==> src/rtl/fnd_scan_decoder.sv <==
// Receive-side monitor for the 4-digit multiplexed FND bus: deglitches scan slots, decodes segments to BCD, reports frames.
// Optional FND_DP_CAPTURE_EN adds dp_out[3:0] carrying each slot's decimal point alongside bcd.
module fnd_scan_decoder #(
  parameter int unsigned STABLE_CYCLES = 4,
  parameter int unsigned CNT_W         = 8
) (
  input  logic        clk,
  input  logic        reset,
  input  logic [3:0]  fnd_com,
  input  logic [7:0]  fnd_data,
  output logic [15:0] bcd,
  output logic [13:0] value,
  output logic        frame_valid,
  output logic        changed,
  output logic        err
`ifdef FND_DP_CAPTURE_EN
  ,
  output logic [3:0]  dp_out
`endif
);

  localparam int unsigned COM_W = 4;
  localparam int unsigned SEG_W = 8;
  localparam int unsigned DIG_W = 4;
  localparam int unsigned BCD_W = 16;
  localparam int unsigned VAL_W = 14;
  localparam logic [CNT_W-1:0] ACC_CNT = CNT_W'(STABLE_CYCLES - 1);
  localparam logic [CNT_W-1:0] CNT_MAX = {CNT_W{1'b1}};

  logic [COM_W-1:0] r_com, p_com;
  logic [SEG_W-1:0] r_data, p_data;
  logic [CNT_W-1:0] cnt, cnt_nxt;
  logic             same_c, accept_c;
  logic [BCD_W-1:0] slots, slots_nxt;
  logic [3:0]       seen, seen_nxt, seen_set;
  logic [3:0]       sel_c;
  logic             one_hot_c, err_nxt, pending, pending_nxt;
  logic [4:0]       dec_c;
  logic [VAL_W-1:0] value_c, prev_value;
  logic [3:0]       dp_slots, dp_slots_nxt;

  // Returns {valid, digit}; dp (bit7) is forced high before matching.
  function automatic logic [4:0] seg_decode(input logic [6:0] seg);
    case ({1'b1, seg})
      8'hC0:   seg_decode = {1'b1, 4'd0};
      8'hF9:   seg_decode = {1'b1, 4'd1};
      8'hA4:   seg_decode = {1'b1, 4'd2};
      8'hB0:   seg_decode = {1'b1, 4'd3};
      8'h99:   seg_decode = {1'b1, 4'd4};
      8'h92:   seg_decode = {1'b1, 4'd5};
      8'h82:   seg_decode = {1'b1, 4'd6};
      8'hF8:   seg_decode = {1'b1, 4'd7};
      8'h80:   seg_decode = {1'b1, 4'd8};
      8'h90:   seg_decode = {1'b1, 4'd9};
      default: seg_decode = 5'd0;
    endcase
  endfunction

  // Stability counter: restart on any change of the registered bus, else saturate upward.
  assign same_c   = ({r_com, r_data} == {p_com, p_data});
  assign cnt_nxt  = !same_c ? '0 : ((cnt == CNT_MAX) ? cnt : cnt + CNT_W'(1));
  assign accept_c = (cnt_nxt == ACC_CNT);

  assign sel_c     = ~r_com;
  assign one_hot_c = (sel_c != 4'd0) && ((sel_c & (sel_c - 4'd1)) == 4'd0);
  assign dec_c     = seg_decode(r_data[6:0]);

  assign value_c = VAL_W'(slots[15:12]) * VAL_W'(1000) + VAL_W'(slots[11:8]) * VAL_W'(100)
                 + VAL_W'(slots[7:4]) * VAL_W'(10) + VAL_W'(slots[3:0]);

  // Slot assembly and error classification on each accept strobe.
  always_comb begin
    slots_nxt    = slots;
    dp_slots_nxt = dp_slots;
    seen_nxt     = seen;
    seen_set     = seen | sel_c;
    err_nxt      = err;
    pending_nxt  = 1'b0;
    if (accept_c && (r_com != 4'hF)) begin
      if (one_hot_c && dec_c[4]) begin
        for (int i = 0; i < 4; i++) begin
          if (sel_c[i]) begin
            slots_nxt[i*DIG_W +: DIG_W] = dec_c[3:0];
            dp_slots_nxt[i]             = ~r_data[7];
          end
        end
        if (seen_set == 4'hF) begin
          seen_nxt    = 4'd0;
          pending_nxt = 1'b1;
        end else begin
          seen_nxt = seen_set;
        end
      end else begin
        err_nxt  = 1'b1;
        seen_nxt = 4'd0;
      end
    end
  end

  // Idle-bus reset value keeps a reset-time sample from ever classifying as multi-hot.
  always_ff @(posedge clk or posedge reset) begin
    if (reset) begin
      r_com    <= 4'hF;
      r_data   <= 8'hFF;
      p_com    <= 4'hF;
      p_data   <= 8'hFF;
      cnt      <= '0;
      slots    <= '0;
      dp_slots <= '0;
      seen     <= '0;
      err      <= 1'b0;
      pending  <= 1'b0;
    end else begin
      r_com    <= fnd_com;
      r_data   <= fnd_data;
      p_com    <= r_com;
      p_data   <= r_data;
      cnt      <= cnt_nxt;
      slots    <= slots_nxt;
      dp_slots <= dp_slots_nxt;
      seen     <= seen_nxt;
      err      <= err_nxt;
      pending  <= pending_nxt;
    end
  end

  // Publish a completed frame one cycle after its final accept.
  always_ff @(posedge clk or posedge reset) begin
    if (reset) begin
      bcd         <= '0;
      value       <= '0;
      prev_value  <= '0;
      frame_valid <= 1'b0;
      changed     <= 1'b0;
`ifdef FND_DP_CAPTURE_EN
      dp_out      <= '0;
`endif
    end else if (pending) begin
      bcd         <= slots;
      value       <= value_c;
      prev_value  <= value_c;
      frame_valid <= 1'b1;
      changed     <= (value_c != prev_value);
`ifdef FND_DP_CAPTURE_EN
      dp_out      <= dp_slots;
`endif
    end else begin
      frame_valid <= 1'b0;
      changed     <= 1'b0;
    end
  end

endmodule
==> config.mk <==
export PLATFORM = sky130hd
export DESIGN_NAME = fnd_scan_decoder
export DESIGN_NICKNAME = d
export VERILOG_FILES = /design/src/rtl/fnd_scan_decoder.sv
export SDC_FILE = /design/constraint.sdc
export NUM_CORES = 1
export LEC_CHECK = 0
export ABC_AREA = 1
export CAP_MARGIN = 25
export CELL_PAD_IN_SITES_DETAIL_PLACEMENT = 2
export CELL_PAD_IN_SITES_GLOBAL_PLACEMENT = 2
export CORE_MARGIN = 5
export CORE_UTILIZATION = 38
export DETAILED_ROUTE_END_ITERATION = 12
export PLACE_DENSITY = 0.84
export SLEW_MARGIN = 0
export SYNTH_ARGS = -nofsm -noshare
export SYNTH_HDL_FRONTEND = slang
export SYNTH_SLANG_ARGS = --single-unit
==> constraint.sdc <==
create_clock -name clk -period 6.02 [get_ports clk]
set_input_delay 1.806 -clock clk [delete_from_list [all_inputs] [get_ports clk]]
set_output_delay 1.806 -clock clk [all_outputs]
set_load 0.01 [all_outputs]
==> impl_metrics.csv, run 1 <==
group,metric,value,unit
global_route,grt_pass1_wl,28.9,mm
run_status,status,"completed",
critical_path,critPathKind,"reg -> reg",
critical_path,arrival,4.94,ns
clock_network,cts_buffer_depth,2,
routing,drt_iter0_markers,100,
synthesis,syn_inst,741,
placed_design,io_buffers,46,
floorplan,core_area,0.0151,mm2
synthesis,synth-seq-cells,85,
floorplan,num_rows,45,
sta,tns,0,ns
routing,via_per_inst,5.13,
clock_network,post_cts_buffers,0,
critical_path,path_max_fanout,7,
synthesis,postSynthAreaPerCell,7.90,um2
routing,num_vias,5037,
clock_network,cts_resized,0,
sta,hold_violations,0,
synthesis,async_flop_share,100,%
cells_and_area,fin_area,0.00682,mm2
synthesis,synth_edf_count,0,
synthesis,synthesis.nets,823,
cells_and_area,layout-drive-gt1-share,9.82,%
clock_network,cts_tree,"yes",
floorplan,die-area,0.0180,mm2
placed_design,dpl.hpwl,13.4,mm
synthesis,netlist_area,0.00585,mm2
sta,final_max_slew_viol_count,0,
sta,fmax,0.213,GHz
clock_network,cts-htree-levels,3,
synthesis,yosysUniqueCellTypes,36,
routing,routed_wl,17.3,mm
clock_network,clock-sinks,85,
floorplan,initial_utilization,38.6,%
routing,drtPass1Iterations,4,
placed_design,dp_slack,1.40,ns
sta,fin_skew,0.00653,ns
sta,setup_violations,0,
floorplan,die_h,134,um
sta,grt_setup_unrepaired,"false",
sta,worstMarginPinSlew,0.874,ns
synthesis,yosys_warnings,0,
global_route,overflow,0,
critical_path,crit_buf_inv,2,
synthesis,synth_top_area_share,26.1,%
min_path,hold_depth,0,
power_and_ir_drop,ir_worst_vdd,0.181,mV
clock_network,numCtsBuffers,9,
synthesis,synth_ff_type,"dfrtp_1",
placed_design,gp_congestion,0.831,
min_path,min_path_type,"reg -> reg",
synthesis,synth_top_cell_by_area,"dfrtp_1",
critical_path,cp_top_family,"adder cells",
job,cap_violations,0,
cells_and_area,syn_to_final_growth,16.6,%
cells_and_area,final_cell_mix,"nand2_1, inv_1, dfrtp_1",
sta,min_period,4.69,ns
cells_and_area,final_nets,871,
global_route,grt_use_total,20.1,%
sta,relSlewSlack,41.7,%
floorplan,io_pins,47,
routing,drcViolationCount,0,
synthesis,synth_area_leaders,"dfrtp_1, nand2_1, ha_1",
critical_path,critPathMaxStageDelay,0.70,ns
floorplan,die_x,134,um
global_route,grt_pass1_vias,5798,
critical_path,end_kind,"flip-flop",
cells_and_area,fillers,1719,
synthesis,yosysSeqAreaShare,36.9,%
global_route,grt_max_degree,50,
critical_path,worstPathRequired,6.27,ns
critical_path,crit_path_start_kind,"flip-flop",
placed_design,placed_cell_area,0.00652,mm2
critical_path,worstRegToRegCells,20,
clock_network,clk_latency,0.35,ns
routing,ant_nets,0,
clock_network,root_buffer,"clkbuf_16",
critical_path,critPathSlowestCell,"fa_1",
power_and_ir_drop,powerDensity,181,mW/mm2
cells_and_area,antenna_cells,0,
critical_path,cp.depth,20,
cells_and_area,final_common_cell,"nand2_1",
sta,timing.final.crit_share,77.9,%
critical_path,worstPathCellList,"fa_1 > inv_1 > fa_1 > ha_1 > inv_1 > o21bai_1 > xor2_1 > ha_1 > ha_1 > ha_1 > nand2_1 > a21oi_1 > nor2_1 > nand2_1 > nor2_1 > nand3_1 > nand3_1 > nand3_1 > nor2_1 > nor2_1",
routing,wl_per_cell,17.7,um
power_and_ir_drop,leakage,3.83,nW
global_route,antenna_found_initial,0,
sta,layout_setup_ws,1.33,ns
clock_network,ctsHoldBuffers,0,
clock_network,clk_pin_slew,0.07,ns
[per-stage QoR]
stage | hold WS [ns] | util [%] | total power, mW | std cells
floorplan | 0.374 | - | 0.640 | 741
global placement | 0.379 | 42.9 | 0.660 | 965
detailed placement | 0.384 | 43.0 | 0.664 | 966
CTS | 0.390 | 45.0 | 1.25 | 982
global route | 0.397 | 45.0 | 1.28 | 982
finish | 0.391 | 45.0 | 1.23 | 982
[final timing paths]
check	startpoint	to	slack, ns
min in group asynchronous	reset	bcd[14]$_DFFE_PP0P_	1.93
max in group asynchronous	reset	slots[14]$_DFFE_PP0P_	3.07
min	r_data[7]$_DFF_PP1_	p_data[7]$_DFF_PP1_	0.39
max reg2reg	slots[14]$_DFFE_PP0P_	changed$_DFF_PP0_	1.33
min reg2reg	r_data[7]$_DFF_PP1_	p_data[7]$_DFF_PP1_	0.39
max	slots[14]$_DFFE_PP0P_	changed$_DFF_PP0_	1.33
[area by class of cell]
type	instances	area [um2]	area share, %
Clock buffer	10	229	3.36
Clock inverter	6	70.1	1.03
Timing Repair Buffer	48	495	7.27
Multi-Input combinational cell	544	3250	47.7
Sequential cell	85	2160	31.6
Inverter	101	380	5.58
Tap cell	188	235	3.45
[state kept, by name, summed over array words and instances, names as in the netlist, 4 cells and up]
name / count
p_com: 4
prev_value: 13
p_data: 8
r_com: 4
cnt: 8
r_data: 8
seen: 4
bcd: 16
slots: 16
[cell usage after synthesis (all sizes together) (5+ instances only)]
cell	count
nand2	270
inv	100
dfrtp	61
nand3	52
ha	51
nor2	50
nand4	30
dfstp	24
o21ai	20
fa	17
xnor2	12
a21oi	11
nand3b	9
clkbuf	6
nor3	6
xor2	6
buf	5
[power by group]
group	leakage [nW]	total (mW)	switching (mW)	internal, mW
clock network	0.143	0.581	0.256	0.326
registers	1.11	0.597	0.0113	0.586
logic	2.59	0.0556	0.0355	0.0201
total	3.83	1.23	0.302	0.932
[kinds of logic (layout without fill, tap and decap cells)]
kind of cell               count (synthesis)  in the layout  share of synthesized area [%]
and+or+nand+nor                          421            421                           32.7
buffers and inverters                    112            165                           7.55
DFF                                       85             85                           36.9
adders and majority gates                 68             68                           16.7
AOI/OAI and AO/OA                         37             37                           3.46
xor gates and xnor gates                  18             18                           2.69
[metal layers]
layer / GRT usage, % / vias to the layer above / share of wire [%]
met5: 0 / - / 0
met4: 5.49 / 0 / 1.6
met3: 3.23 / 19 / 2.1
met2: 39.2 / 53 / 55
met1: 22.5 / 2523 / 41
li1: - / 2442 / -
No activity file was read; power rests on OpenSTA's default activity.
==> inputs of run 2 (changes only) <==
--- a/config.mk
+++ b/config.mk
@@ -10,9 +10,9 @@
 export CELL_PAD_IN_SITES_DETAIL_PLACEMENT = 2
 export CELL_PAD_IN_SITES_GLOBAL_PLACEMENT = 2
 export CORE_MARGIN = 5
-export CORE_UTILIZATION = 38
+export CORE_UTILIZATION = 35
 export DETAILED_ROUTE_END_ITERATION = 12
-export PLACE_DENSITY = 0.84
+export PLACE_DENSITY = 0.78
 export SLEW_MARGIN = 0
 export SYNTH_ARGS = -nofsm -noshare
 export SYNTH_HDL_FRONTEND = slang
==> constraint.sdc (replaced) <==
create_clock -name clk -period 4.7 [get_ports clk]
set_input_delay 1.41 -clock clk [delete_from_list [all_inputs] [get_ports clk]]
set_output_delay 1.41 -clock clk [all_outputs]
set_load 0.01 [all_outputs]
==> run 2 against run 1 <==
Against the previous run: clock skew grew 0.0024 ns; via count grew 1.2%; critical path type unchanged; non-clock buffer count grew 3.
==> impl_metrics.csv, run 2 (same netlist as run 1, synthesis figures left out) <==
group,metric,value,unit
run_status,status,"completed",
sta,setup_violations,0,
placed_design,placed_cell_area,0.00658,mm2
routing,drcViolationCount,0,
critical_path,critPathKind,"reg -> reg",
power_and_ir_drop,p_sw,0.414,mW
clock_network,cts-htree-levels,3,
critical_path,r2r_end,"changed$_DFF_PP0_",
sta,timing.final.crit_share,94.6,%
clock_network,cts_buffer_depth,2,
floorplan,core_area,0.0165,mm2
floorplan,die-area,0.0194,mm2
clock_network,numCtsBuffers,9,
routing,routed_wl,17.9,mm
routing,maxUsedRoutingLayer,"met4",
critical_path,crit_path_start_kind,"flip-flop",
cells_and_area,fin_area,0.00695,mm2
floorplan,initial_utilization,35.5,%
power_and_ir_drop,p_sw_share,26.5,%
floorplan,io_pins,47,
sta,fmax,0.225,GHz
routing,wl_met1,7.17,mm
cells_and_area,reg_top3,"bcd x16, slots x16, prev_value x13",
power_and_ir_drop,seqPwrFrac,49.0,%
critical_path,r2r-start,"slots[14]$_DFFE_PP0P_",
sta,final_max_slew_viol_count,0,
cells_and_area,final_nets,874,
routing,num_vias,5099,
sta,hold_violations,0,
placed_design,dpl.hpwl,13.7,mm
power_and_ir_drop,ir_worst_vdd,0.157,mV
min_path,min_path_type,"reg -> reg",
min_path,hold_depth,0,
sta,whs,0.395,ns
routing,ant_nets,0,
placed_design,gp_congestion,0.816,
routing,wl_met2,9.96,mm
min_path,hp-start,"r_data[7]$_DFF_PP1_",
power_and_ir_drop,leakage,3.83,nW
global_route,grt_pass1_wl,30.3,mm
critical_path,arrival,4.69,ns
critical_path,crit_path_start,"slots[14]$_DFFE_PP0P_",
floorplan,num_rows,47,
clock_network,root_buffer,"clkbuf_16",
power_and_ir_drop,comb_power_share,4.6,%
power_and_ir_drop,powerDensity,225,mW/mm2
global_route,grt_use_total,19.3,%
cells_and_area,final_cell_mix,"nand2_1, inv_1, dfrtp_1",
cells_and_area,syn_to_final_growth,18.7,%
critical_path,worstPathRequired,4.94,ns
sta,tns,0,ns
clock_network,cts_tree,"yes",
cells_and_area,final_common_cell,"nand2_1",
sta,relSlewSlack,44.9,%
sta,min_period,4.45,ns
power_and_ir_drop,power_frac_clock,46.4,%
sta,worstMarginPinSlew,0.827,ns
cells_and_area,antenna_cells,0,
job,cap_violations,0,
sta,fin_skew,0.00892,ns
global_route,grt_max_degree,31,
clock_network,clk_latency,0.36,ns
global_route,grt_pass1_vias,5966,
critical_path,path_max_fanout,7,
critical_path,end_kind,"flip-flop",
floorplan,die_x,139,um
routing,drt_iter0_markers,148,
routing,drtPass1Iterations,4,
global_route,overflow,0,
routing,via_per_inst,5.01,
cells_and_area,layout-drive-gt1-share,11.8,%
routing,wl_per_cell,17.6,um
clock_network,clk_pin_slew,0.07,ns
critical_path,worstRegToRegCells,17,
min_path,worstHoldEndpoint,"p_data[7]$_DFF_PP1_",
routing,dr_wl_met3,366,um
critical_path,r2r_slack,0.25,ns
global_route,antenna_found_initial,0,
power_and_ir_drop,internal_power,1.15,mW
clock_network,clock-sinks,85,
placed_design,io_buffers,46,
floorplan,die_h,139,um
run 2: power by group through the flow:
stage               clock network, mW  registers [mW]  logic (mW)
floorplan                           0           0.774      0.0455
global placement                    0           0.777      0.0688
detailed placement                  0           0.779      0.0732
CTS                             0.747           0.766      0.0744
global route                    0.778           0.768      0.0829
finish                          0.726           0.765      0.0714
run 2: worst max-delay path by stage:
stage / endpoint / slack (ns) / cells after the start
6_report: changed$_DFF_PP0_ / 0.25 / 17
2_1_floorplan: changed$_DFF_PP0_ / 0.57 / 22
3_5_place_dp: changed$_DFF_PP0_ / 0.1 / 22
4_1_cts: changed$_DFF_PP0_ / 0.02 / 21
3_3_place_gp: changed$_DFF_PP0_ / 0.31 / 21
5_1_grt: changed$_DFF_PP0_ / -0.06 / 20
run 2: per-layer routing:
| metal | track usage (%) | vias to the layer above |
|---|---|---|
| li1 | - | 2448 |
| met4 | 7.11 | 0 |
| met2 | 37.4 | 59 |
| met1 | 21.2 | 2567 |
| met5 | 0 | - |
| met3 | 2.57 | 25 |
run 2: what timing repair did:
action                     4_1_cts  5_1_grt
setup endpoints to repair        0        3
hold buffers                     0        0
setup buffers                    0        1
resized for setup                0       13
run 2: layout make-up:
type	count	area [um2]
Multi-Input combinational cell	544	3320
Clock inverter	7	70.1
Tap cell	220	275
Timing Repair Buffer	51	518
Clock buffer	9	225
Fill cell	1878	9520
Inverter	101	380
Sequential cell	85	2160
run 2: stage by stage:
stage / util [%] / setup WS [ns] / power (mW) / instances
3_3_place_gp: 39.8 / 0.311 / 0.846 / 999
5_1_grt: 42.2 / -0.0568 / 1.63 / 1017
4_1_cts: 41.7 / 0.0181 / 1.59 / 1016
6_report: 42.2 / 0.255 / 1.56 / 1017
2_1_floorplan: - / 0.574 / 0.820 / 741
3_5_place_dp: 39.9 / 0.0970 / 0.852 / 1000
run 2: worst max-delay path, cell delays in order (launching register included):
cell and delay (ns):
dfrtp_2 0.47, fa_2 0.63, fa_1 0.48, ha_4 0.29, xor2_1 0.16, ha_1 0.31
ha_1 0.33, ha_1 0.39, a21oi_1 0.33, nand2_1 0.13, nand2_1 0.10, nand2_1 0.07
nor2_1 0.13, nand3_1 0.13, nand3_1 0.10, nand3_1 0.10, nor2_1 0.12, nor2_1 0.05
